[src/rtl/mem_arb_pkg.sv]
// rtl/mem_arb_pkg.sv - shared types for mem_port_arbiter (used with or without MEM_ARB_PERF_CNT_EN)
package mem_arb_pkg;

    typedef enum logic [1:0] {
        IDLE  = 2'd0,
        IBUSY = 2'd1,
        DBUSY = 2'd2,
        RESP  = 2'd3
    } arb_state_t;

    localparam logic GRANT_FETCH = 1'b0;
    localparam logic GRANT_DATA  = 1'b1;

endpackage

[src/rtl/mem_arb_perf_counters.sv]
// rtl/mem_arb_perf_counters.sv - saturating activity counters, instantiated only under MEM_ARB_PERF_CNT_EN
module mem_arb_perf_counters
    import mem_arb_pkg::*;
#(
    parameter int W = 32
) (
    input  logic         clk,
    input  logic         reset,
    input  logic         ireq,
    input  logic         dreq,
    input  logic         ivalid,
    input  logic         dvalid,
    output logic [W-1:0] perf_ifetch,
    output logic [W-1:0] perf_data,
    output logic [W-1:0] perf_conflict
);

    function automatic logic [W-1:0] sat_inc(input logic [W-1:0] v, input logic en);
        return (en && (v != '1)) ? v + W'(1) : v;
    endfunction

    // A conflict cycle is one where both sides wait and neither is being served.
    logic conflict;
    assign conflict = ireq && dreq && !ivalid && !dvalid;

    always_ff @(posedge clk) begin
        if (reset) begin
            perf_ifetch   <= '0;
            perf_data     <= '0;
            perf_conflict <= '0;
        end else begin
            perf_ifetch   <= sat_inc(perf_ifetch, ivalid);
            perf_data     <= sat_inc(perf_data, dvalid);
            perf_conflict <= sat_inc(perf_conflict, conflict);
        end
    end

endmodule

[src/rtl/mem_port_arbiter.sv]
// rtl/mem_port_arbiter.sv - fetch/data arbiter for one single-port memory; perf counters under MEM_ARB_PERF_CNT_EN
module mem_port_arbiter
    import mem_arb_pkg::*;
#(
    parameter int AW = 32,
    parameter int DW = 32
) (
    input  logic          clk,
    input  logic          reset,
    input  logic          ireq,
    input  logic [AW-1:0] iaddr,
    output logic [DW-1:0] irdata,
    output logic          ivalid,
    input  logic          dreq,
    input  logic          dwe,
    input  logic [AW-1:0] daddr,
    input  logic [DW-1:0] dwdata,
    output logic [DW-1:0] drdata,
    output logic          dvalid,
    output logic          stall_fetch,
    output logic          stall_mem,
    output logic          mem_req,
    output logic          mem_we,
    output logic [AW-1:0] mem_addr,
    output logic [DW-1:0] mem_wdata,
    input  logic [DW-1:0] mem_rdata,
    input  logic          mem_ready
`ifdef MEM_ARB_PERF_CNT_EN
    ,
    output logic [AW-1:0] perf_ifetch,
    output logic [AW-1:0] perf_data,
    output logic [AW-1:0] perf_conflict
`endif
);

    arb_state_t state;
    logic       last_grant;
    logic       in_resp;
    logic       i_elig;
    logic       d_elig;
    logic       grant_i;
    logic       grant_d;

    // In RESP the side just served still shows its old request, so it is masked.
    assign in_resp = (state == RESP);
    assign i_elig  = ireq && !(in_resp && (last_grant == GRANT_FETCH));
    assign d_elig  = dreq && !(in_resp && (last_grant == GRANT_DATA));
    assign grant_d = d_elig && (!i_elig || (last_grant == GRANT_FETCH));
    assign grant_i = i_elig && !grant_d;

    assign stall_fetch = ireq && !ivalid;
    assign stall_mem   = dreq && !dvalid;

    always_ff @(posedge clk) begin
        if (reset) begin
            state      <= IDLE;
            last_grant <= GRANT_FETCH;
            mem_req    <= 1'b0;
            mem_we     <= 1'b0;
            mem_addr   <= '0;
            mem_wdata  <= '0;
            irdata     <= '0;
            drdata     <= '0;
            ivalid     <= 1'b0;
            dvalid     <= 1'b0;
        end else begin
            ivalid <= 1'b0;
            dvalid <= 1'b0;
            case (state)
                IDLE, RESP: begin
                    if (grant_d) begin
                        state      <= DBUSY;
                        last_grant <= GRANT_DATA;
                        mem_req    <= 1'b1;
                        mem_we     <= dwe;
                        mem_addr   <= daddr;
                        mem_wdata  <= dwdata;
                    end else if (grant_i) begin
                        state      <= IBUSY;
                        last_grant <= GRANT_FETCH;
                        mem_req    <= 1'b1;
                        mem_we     <= 1'b0;
                        mem_addr   <= iaddr;
                    end else begin
                        state <= IDLE;
                    end
                end
                IBUSY: begin
                    if (mem_ready) begin
                        irdata  <= mem_rdata;
                        ivalid  <= 1'b1;
                        mem_req <= 1'b0;
                        state   <= RESP;
                    end
                end
                DBUSY: begin
                    if (mem_ready) begin
                        drdata  <= mem_rdata;
                        dvalid  <= 1'b1;
                        mem_req <= 1'b0;
                        state   <= RESP;
                    end
                end
                default: state <= IDLE;
            endcase
        end
    end

`ifdef MEM_ARB_PERF_CNT_EN
    mem_arb_perf_counters #(.W(AW)) u_perf (
        .clk           (clk),
        .reset         (reset),
        .ireq          (ireq),
        .dreq          (dreq),
        .ivalid        (ivalid),
        .dvalid        (dvalid),
        .perf_ifetch   (perf_ifetch),
        .perf_data     (perf_data),
        .perf_conflict (perf_conflict)
    );
`endif

endmodule

[config.mk]
export PLATFORM = sky130hd
export DESIGN_NAME = mem_port_arbiter
export DESIGN_NICKNAME = d
export VERILOG_FILES = /design/src/rtl/mem_arb_pkg.sv /design/src/rtl/mem_arb_perf_counters.sv /design/src/rtl/mem_port_arbiter.sv
export SDC_FILE = /design/constraint.sdc
export NUM_CORES = 1
export LEC_CHECK = 0
export CAP_MARGIN = 10
export CELL_PAD_IN_SITES_DETAIL_PLACEMENT = 0
export CELL_PAD_IN_SITES_GLOBAL_PLACEMENT = 1
export CORE_ASPECT_RATIO = 0.5
export CORE_UTILIZATION = 26
export DETAILED_ROUTE_END_ITERATION = 6
export MAX_ROUTING_LAYER = met4
export PLACE_DENSITY_LB_ADDON = 0.1
export SLEW_MARGIN = 20
export SYNTH_ARGS = -nofsm -noshare
export SYNTH_HDL_FRONTEND = slang
export SYNTH_SLANG_ARGS = --single-unit
[constraint.sdc]
create_clock -name clk -period 1.8 [get_ports clk]
set_clock_uncertainty 0.15 [all_clocks]
set_input_delay 0.36 -clock clk [delete_from_list [all_inputs] [get_ports clk]]
set_output_delay 0.36 -clock clk [all_outputs]
set_load 0.05 [all_outputs]
# Word level (Yosys, flattened, before mapping)

Cells that the tools add are included.

Bits of input ports: 134
Latch bits: 0
Word-level logic and storage cells: 58
Bits in writable memories: 0
Memories: 0
Register bits after elaboration: 135
ROM bits: 0
Output and inout bits: 134

$mul: 0
Div/mod/pow operators: 0
Multiplexer cells: 14
Reductions and logical operators: 26
Shift operators: 0
Bitwise gates (word level): 3
Equal/unequal tests: 5
Add/subtract/negate cells: 0
Order comparisons: 0

Operators by type and width:

| operator             | number |
|---|---|
| $mux W32             | 2 |
| $reduce_and A2 Y1    | 5 |
| $logic_and A1 B1 Y1  | 8 |
| $mux W1              | 8 |
| $reduce_or A2 Y1     | 4 |
| $logic_not A1 Y1     | 6 |
| $eq A2 B2 Y1 const B | 2 |
| $mux W2              | 2 |
| $pmux W2 S2          | 1 |
| $ne A3 B3 Y1 const B | 1 |
| $not A1 Y1           | 3 |
| $eq A2 B1 Y1 const B | 1 |
| $logic_not A2 Y1     | 1 |
| $ne A2 B1 Y1 const B | 1 |
| $pmux W1 S2          | 1 |
| $reduce_bool A2 Y1   | 1 |
| $logic_or A1 B1 Y1   | 1 |

# Logic depth before layout (Yosys ltp)

Gate-level depths: netlist (run 1).

Depth in word-level cells: 12
Depth in mapped cells: 7
Mapped depth without buffers: 5

# Worst setup path before layout (run 1)

No wires, ideal clock.

Path kind: input to output
Start point: input port dreq
End point: output port stall_mem
Data required time: 1.290 ns
Path slack: -0.081 ns
Stages: 4
Arrival: 1.371 ns
Path through: buf_6 -> inv_1 -> clkbuf_1 -> nor2_1

Word-level cells in the longest chain between the ends: 1

Ends and longest elaborated chain:

| what                | line                   | text |
|---|---|---|
| start, declared     | mem_port_arbiter.sv:14 | `input logic dreq,` |
| $logic_and A1 B1 Y1 | mem_port_arbiter.sv:52 | `assign stall_mem = dreq && !dvalid;` |
| end, declared       | mem_port_arbiter.sv:21 | `output logic stall_mem,` |

No other way between the ends.

# Final worst setup path (run 1)

Start point: input port ireq
End point: output port stall_fetch

Word-level cells in the longest chain between the ends: 1

Ends and longest elaborated chain:

| what                | line                   | text |
|---|---|---|
| start, declared     | mem_port_arbiter.sv:10 | `input logic ireq,` |
| $logic_and A1 B1 Y1 | mem_port_arbiter.sv:51 | `assign stall_fetch = ireq && !ivalid;` |
| end, declared       | mem_port_arbiter.sv:20 | `output logic stall_fetch,` |

No other way between the ends.

==> impl_metrics.yaml, run 1 <==
outcome:
  outcome: "finished clean"
layout:
  n_antenna_cell: 0
  mostFrequentLayoutCell: "buf_4"
  drive_above_1_share: 0.267
  fin_util: 0.438
  multi_input_area_um2: 2760
  nets: 1097
  area_growth_pct: 65.3
  fillers: 2210
  final_cell_mix: "buf_4, dfxtp_1, nand2_1"
  seqCellArea_um2: 2700
  instances_no_fill: 1273
clock_network:
  insertion_delay_ps: 420
  ctsLongestPathBuffers: 2
  cts_buffers: 17
  cts_tree: "built"
  cts_root_buffer: "clkbuf_16"
  ctsHoldBuffers: 0
  clk_pin_slew_worst_paths_ps: 60
  htree_levels: 4
  cts_sinks: 135
route:
  routed_wl_mm: 21.7
  wl_per_cell_um: 17.1
  routed_via_density: 4.71
  drtIter0Drc: 375
  drcViolationCount: 0
  ant_nets: 0
  vias: 5995
  dr.pass1.iters: 5
setup_path:
  startpoint_type: "input pin"
  end_kind: "primary output"
  path_max_fanout: 5
  crit_type: "input pin to primary output"
  crit_arrival_ps: 1250
  worstPathRequired_ps: 1290
die:
  fp.coreArea_um2: 21700
  row_count: 38
  initial_utilization: 0.265
  die_y_um: 107
  io_pins: 268
  die_x_um: 212
  dieArea_um2: 22800
timing:
  fmax_mhz: 567
  rsz0062_at_grt: "false"
  setup_viol: 0
  hold_violations: 0
  tightest_slew_ps: 328
  finalCritPeriodShare: 0.979
  period_needed_ps: 1760
  slew_violations: 0
  max_slew_margin: 0.781
pwr:
  vdd_drop_max_mv: 0.591
  power-per-cell-area_nw_per_um2: 1510
  power_leakage_uw: 0.00360
placed_design:
  place.gp.congestion: 0.744
  placed_cells: 1231
  dp.final_hpwl_mm: 14.3
  numPortBuffers: 267
logic_synthesis:
  synth_edf_count: 0
  ys_types: 30
  async_reset_ff_frac: 0
  yosys_warnings: 0
  postSynthAreaPerCell_um2: 8.31
  synthesis.area_um2: 5750
  yosysSeqAreaShare: 0.470
  synthFlopType: "dfxtp_1"
  synthCells: 692
  syn_nets: 829
  synth_seq_cells: 135
global_routing:
  grt-ovfl-total: 0
  first_global_vias: 5659
  track_usage: 0.191
  grt_pass1_wl_mm: 32.3
  grt_antenna_before_repair: 0
  grt_max_degree: 59
job:
  drv_cap: 0
worst_hold_path:
  min_path_type: "input pin to flip-flop"
registers in the layout, indices dropped and copies added, names as in the netlist:
register and count:
ivalid 1, dvalid 1, mem_addr 32, mem_we 1, last_grant 1, drdata 32, state 2, mem_req 1
irdata 32, mem_wdata 32
Yosys cell counts, types with 2 or more instances:
| master | n | area share |
|---|---|---|
| nand2b_1 | 34 | 0.037 |
| a311oi_1 | 4 | 0.0061 |
| o21a_1 | 2 | 0.0026 |
| buf_6 | 4 | 0.0078 |
| and2_1 | 3 | 0.0033 |
| nor2_1 | 5 | 0.0033 |
| clkbuf_1 | 38 | 0.025 |
| o21ai_0 | 63 | 0.055 |
| dfxtp_1 | 135 | 0.47 |
| buf_4 | 2 | 0.0026 |
| o22ai_1 | 32 | 0.035 |
| o21ai_1 | 4 | 0.0035 |
| inv_1 | 6 | 0.0039 |
| a311oi_2 | 29 | 0.076 |
| clkbuf_2 | 2 | 0.0017 |
| a21oi_1 | 98 | 0.085 |
| nand3_1 | 64 | 0.056 |
| buf_1 | 3 | 0.0020 |
| buf_2 | 20 | 0.017 |
| ha_1 | 3 | 0.0065 |
| nand2_1 | 132 | 0.086 |
metrics by stage:
| stage | hold WS [ps] | instance area [um2] | setup TNS (ps) | setup slack (ps) | total power [uW] |
|---|---|---|---|---|---|
| 2_1_floorplan | 328 | 5750 | 0 | 34.7 | 8250 |
| 3_3_place_gp | 294 | 8710 | -22440 | -450 | 10400 |
| 5_1_grt | 70.3 | 9510 | 0 | 0.923 | 15000 |
| 6_report | 67.8 | 9510 | 0 | 37.9 | 14300 |
| 3_5_place_dp | 298 | 8710 | -25810 | -513 | 10500 |
| 4_1_cts | 49.4 | 9450 | 0 | 8.45 | 14400 |
final cells by class:
| type | instances | share of cell area |
|---|---|---|
| Timing Repair Buffer | 318 | 0.320 |
| Sequential cell | 135 | 0.284 |
| Clock inverter | 10 | 0.0125 |
| Multi-Input combinational cell | 482 | 0.290 |
| Clock buffer | 22 | 0.0509 |
| Tap cell | 300 | 0.0395 |
| Inverter | 6 | 0.00237 |
timing repair:
action                     4_1_cts  5_1_grt
setup endpoints to repair       35       45
resized for setup                9       11
gates cloned                     2        1
setup buffers                    7        0
pin swaps                        1        3
worst max-delay path, cell delays in order:
cell and delay (ps):
dlygate4sd2_1 350, buf_4 160, nor2b_1 210, buf_12 170
power by group:
group	internal (uW)	switching, uW
clock	2190	1390
combinational	2560	4240
sequential	3600	375
cell families (layout without fill, tap and decap cells):
family / after synthesis / count (layout) / synth area share
simple gates: 241 / 241 / 0.188
compound gates: 236 / 237 / 0.271
flops: 135 / 135 / 0.470
buf+inv: 76 / 356 / 0.0616
fa+ha+maj: 3 / 3 / 0.00653
mux: 1 / 1 / 0.00261
routing by layer:
metal / wire, um / track usage / up-vias
li1: - / - / 2974
met1: 10100 / 0.243 / 2869
met2: 10400 / 0.300 / 134
met3: 1030 / 0.0480 / 18
met4: 241 / 0.0529 / 0
met5: 0 / - / -
final timing paths:
path                                         startpoint                       end  slack (ps)  cells after the start
worst min-delay path                              reset     state[1]$_SDFFE_PP0P_          70                      2
worst max-delay path                               ireq               stall_fetch          40                      4
worst min register to register  drdata[25]$_SDFFE_PP0P_   drdata[25]$_SDFFE_PP0P_         300                      2
worst max register to register    state[0]$_SDFFE_PP0P_  mem_addr[9]$_SDFFE_PP0P_          80                      6
No activity file was read; power rests on OpenSTA's default activity.
==> inputs of run 2 (changes only) <==
Settings changed: CORE_ASPECT_RATIO 0.5 to 1.5, SKIP_CTS_REPAIR_TIMING set to 1.
==> run 2 against run 1 <==
Count of clock-buffer cells in the layout is 4 lower. First-iteration DRC count decreased by 23%. Sequential share of layout area grew 0.57 points. Register-to-register slack improved by 20 ps. Flip-flop and latch count unchanged. Critical path type unchanged. Critical endpoint is now stall_mem. Highest routed layer unchanged.
==> impl_metrics.yaml, run 2 (same netlist as run 1, synthesis figures left out) <==
pwr:
  vdd_drop_max_mv: 0.678
  power-per-cell-area_nw_per_um2: 1510
  power_leakage_uw: 0.00351
global_routing:
  grt_antenna_before_repair: 1
  track_usage: 0.193
  grt_pass1_wl_mm: 32.5
  grt-ovfl-total: 0
  first_global_vias: 6031
  grt_max_degree: 46
timing:
  hold_violations: 0
  hold-worst-slack_ps: 202
  fmax_mhz: 577
  period_needed_ps: 1730
  fin_setup_tns_ps: 0
  finalCritPeriodShare: 0.962
  max_slew_margin: 0.763
  slew_violations: 0
  tightest_slew_ps: 356
  setup_viol: 0
  setup_ws_ps: 68.0
setup_path:
  crit_arrival_ps: 1220
  crit_slowest_cell: "dlymetal6s2s_1"
  crit_type: "input pin to primary output"
  worstPathRequired_ps: 1290
  crit_buf_inv: 3
  path_max_fanout: 6
  crit_chain: "dlymetal6s2s_1 > inv_1 > nor2_2 > buf_12"
  startpoint_type: "input pin"
  end_kind: "primary output"
  cpPeakStageDelay_ps: 290
  cp_top_family: "buffers and inverters"
route:
  drcViolationCount: 0
  dr.pass1.iters: 5
  wl_per_cell_um: 17.8
  vias: 6089
  routed_via_density: 4.94
  routed_wl_mm: 22.0
  ant_nets: 0
  drtIter0Drc: 290
placed_design:
  dp.final_hpwl_mm: 15.0
  placed_cells: 1195
  place.gp.congestion: 0.803
  numPortBuffers: 267
  dp_slack_ps: -509
layout:
  nets: 1083
  drive_above_1_share: 0.257
  fin_util: 0.429
  instances_no_fill: 1232
  mostFrequentLayoutCell: "buf_4"
  final_cell_mix: "buf_4, dfxtp_1, nand2_1"
  area_growth_pct: 62.0
die:
  die_x_um: 123
  die_y_um: 184
  row_count: 66
  initial_utilization: 0.265
  fp.coreArea_um2: 21700
  dieArea_um2: 22700
  io_pins: 268
clock_network:
  insertion_delay_ps: 410
  cts_tree: "built"
  cts_buffers: 17
  cts_root_buffer: "clkbuf_16"
  htree_levels: 4
  ctsLongestPathBuffers: 2
  cts_sinks: 135
  clk_pin_slew_worst_paths_ps: 60
job:
  drv_cap: 0
outcome:
  outcome: "finished clean"
worst_hold_path:
  min_path_type: "input pin to flip-flop"
run 2: cell types whose count changed in the layout (fill, tap and decap cells not counted), sizes merged:
cell and change:
buf -14, inv +5, dlygate4sd2 -1, dlymetal6s2s +2, clkbuf -5, bufinv -1, diode +1
run 2: metrics by stage:
stage / instance area, um2 / total power (uW)
2_1_floorplan: 5750 / 8250
3_3_place_gp: 8600 / 10300
3_5_place_dp: 8600 / 10400
4_1_cts: 9180 / 13900
5_1_grt: 9320 / 14800
6_report: 9320 / 14000
run 2: final timing paths:
path	startpoint	endpoint	slack [ps]	depth (start not counted)
worst max-delay path	dreq	stall_mem	70	4
worst min-delay path	reset	ivalid$_SDFF_PP0_	200	2
worst max register to register	state[1]$_SDFFE_PP0P_	mem_addr[11]$_SDFFE_PP0P_	100	4
worst min register to register	drdata[14]$_SDFFE_PP0P_	drdata[14]$_SDFFE_PP0P_	310	2
run 2: power by group:
group	total (uW)	internal [uW]	switching [uW]
registers	3990	3590	394
logic	6630	2440	4190
clock network	3430	1970	1460
total	14000	8010	6040
run 2: area by class of cell:
cell class	instances	area [um2]
clock buffers	18	439
fillers	2191	12400
repair buffers	304	2900
diodes	1	2.50
inverters	6	22.5
multi-input cells	482	2770
well taps	272	340
clock inverters	14	139
flip-flops and latches	135	2700
run 2: metal layers:
metal	global-route usage	wire length, um
met5	-	0
met4	0.0641	409
met1	0.213	8540
met2	0.338	11800
met3	0.0418	1230
==> inputs of run 3 (changes only) <==
Settings changed: CORE_UTILIZATION 26 to 32, CTS_BUF_LIST set to sky130_fd_sc_hd__clkbuf_4 sky130_fd_sc_hd__clkbuf_8.
Clock period 1.8 ns to 2.09 ns, I/O delays scaled along.
==> run 3 against run 2 <==
The flow now finishes with violations (DRC). Setup slack gained 28 ps. Global-route usage grew 3.1 points. Die area shrank 19%. Wire length shrank 8.4%. Critical path depth shrank 1. Cell area grew 0.83%. Via count shrank 0.67%. First-iteration DRC count grew 35%. Critical path type unchanged.
==> impl_metrics.yaml, run 3 (same netlist as run 1, synthesis figures left out) <==
setup_path:
  worstPathRequired_ps: 1520
  startpoint_type: "input pin"
  cp_top_family: "buffers and inverters"
  crit_arrival_ps: 1430
  crit_chain: "clkdlybuf4s50_1 > nor2b_1 > buf_12"
  path_max_fanout: 5
  crit_buf_inv: 2
  crit_type: "input pin to primary output"
  crit_slowest_cell: "clkdlybuf4s50_1"
  cpPeakStageDelay_ps: 580
  end_kind: "primary output"
global_routing:
  grt_max_degree: 40
  first_global_vias: 6273
  busiest_layer: "met2"
  use_met1: 0.242
  grtUsageMet3: 0.0558
  grt_antenna_before_repair: 0
  grt-ovfl-total: 0
  met2_usage: 0.385
  grt_pass1_wl_mm: 32.0
  track_usage: 0.223
timing:
  finalCritPeriodShare: 0.954
  setup_viol: 0
  tightest_slew_ps: 617
  period_needed_ps: 1990
  slew_violations: 0
  rsz0062_at_grt: "false"
  max_slew_margin: 0.589
  hold_violations: 0
  fmax_mhz: 501
  hold-worst-slack_ps: 264
placed_design:
  place.gp.congestion: 0.830
  numPortBuffers: 267
  dp.final_hpwl_mm: 14.0
  placed_cells: 1137
clock_network:
  ctsLongestPathBuffers: 2
  htree_levels: 4
  cts_tree: "built"
  clk_pin_slew_worst_paths_ps: 80
  cts_sinks: 135
  cts_root_buffer: "clkbuf_8"
  insertion_delay_ps: 440
  cts_buffers: 17
route:
  vias: 6048
  ant_nets: 0
  wl_per_cell_um: 17.2
  dr.pass1.iters: 7
  drtIter0Drc: 391
  drcViolationCount: 16
  routed_via_density: 5.17
  routed_wl_mm: 20.1
pwr:
  power-per-cell-area_nw_per_um2: 1200
  fin_total_pwr_uw: 11200
  power_leakage_uw: 0.00484
  vdd_drop_max_mv: 0.571
layout:
  drive_above_1_share: 0.145
  fillers: 1657
  n_antenna_cell: 0
  final_cell_mix: "dfxtp_1, nand2_1, clkdlybuf4s50_1"
  instances_no_fill: 1169
  fin_util: 0.537
  multi_input_area_um2: 2710
  seqCellArea_um2: 2700
  area_growth_pct: 63.4
  mostFrequentLayoutCell: "dfxtp_1"
  nets: 1080
die:
  initial_utilization: 0.329
  fp.coreArea_um2: 17500
  dieArea_um2: 18500
  row_count: 59
  die_x_um: 111
  io_pins: 268
  die_y_um: 166
outcome:
  failed_checks: "DRC"
  outcome: "finished, violations left"
worst_hold_path:
  min_path_type: "input pin to flip-flop"
job:
  drv_cap: 0
==> run 3: changes by cell type in the layout (fill, tap and decap cells not counted), sizes merged <==
cell	before	now
clkbuf	19	18
clkdlybuf4s50	130	131
buf	171	73
clkinv	4	2
dlymetal6s2s	2	98
inv	12	13
bufinv	1	2
o21a	4	3
diode	1	0
==> run 3: path summary, 6_finish.rpt <==
kind,start,end,slack [ps],depth (start not counted)
max,ireq,stall_fetch,100,3
min,dreq,mem_addr[31]$_SDFFE_PP0P_,260,3
max reg2reg,state[0]$_SDFFE_PP0P_,mem_addr[28]$_SDFFE_PP0P_,130,5
min reg2reg,irdata[23]$_SDFFE_PP0P_,irdata[23]$_SDFFE_PP0P_,300,2
==> run 3: layout make-up <==
class,instances,share of cell area
inverters,6,0.00240
multi-input cells,481,0.288
flip-flops and latches,135,0.288
clock buffers,18,0.0264
repair buffers,302,0.350
clock inverters,14,0.0173
well taps,213,0.0284
==> run 3: routing by layer <==
metal	vias up	routed length, um	share of wire
li1	2943	-	-
met1	2808	7740	0.38
met2	260	10400	0.52
met3	37	1420	0.071
met4	0	564	0.028
met5	-	0	0
==> run 3: report_power, final <==
group / leakage, uW / switching, uW / internal [uW]
clock network: 0.000201 / 1140 / 1130
logic: 0.00353 / 3500 / 2080
registers: 0.00110 / 304 / 3090
total: 0.00484 / 4940 / 6300
==> run 3: worst reg2reg max path: stages, from the launching register on <==
cell,delay [ps]
dfxtp_1,390
inv_1,70
ha_1,310
o21a_1,160
o21a_4,520
a311oi_2,200
==> run 3: per-stage QoR <==
stage / worst slack (ps) / TNS [ps] / area [um2]
2_1_floorplan: 93.2 / 0 / 5750
3_3_place_gp: -175 / -5540 / 8740
3_5_place_dp: -223 / -7260 / 8740
4_1_cts: -166 / -10990 / 9150
5_1_grt: 13.3 / 0 / 9390
6_report: 95.6 / 0 / 9390
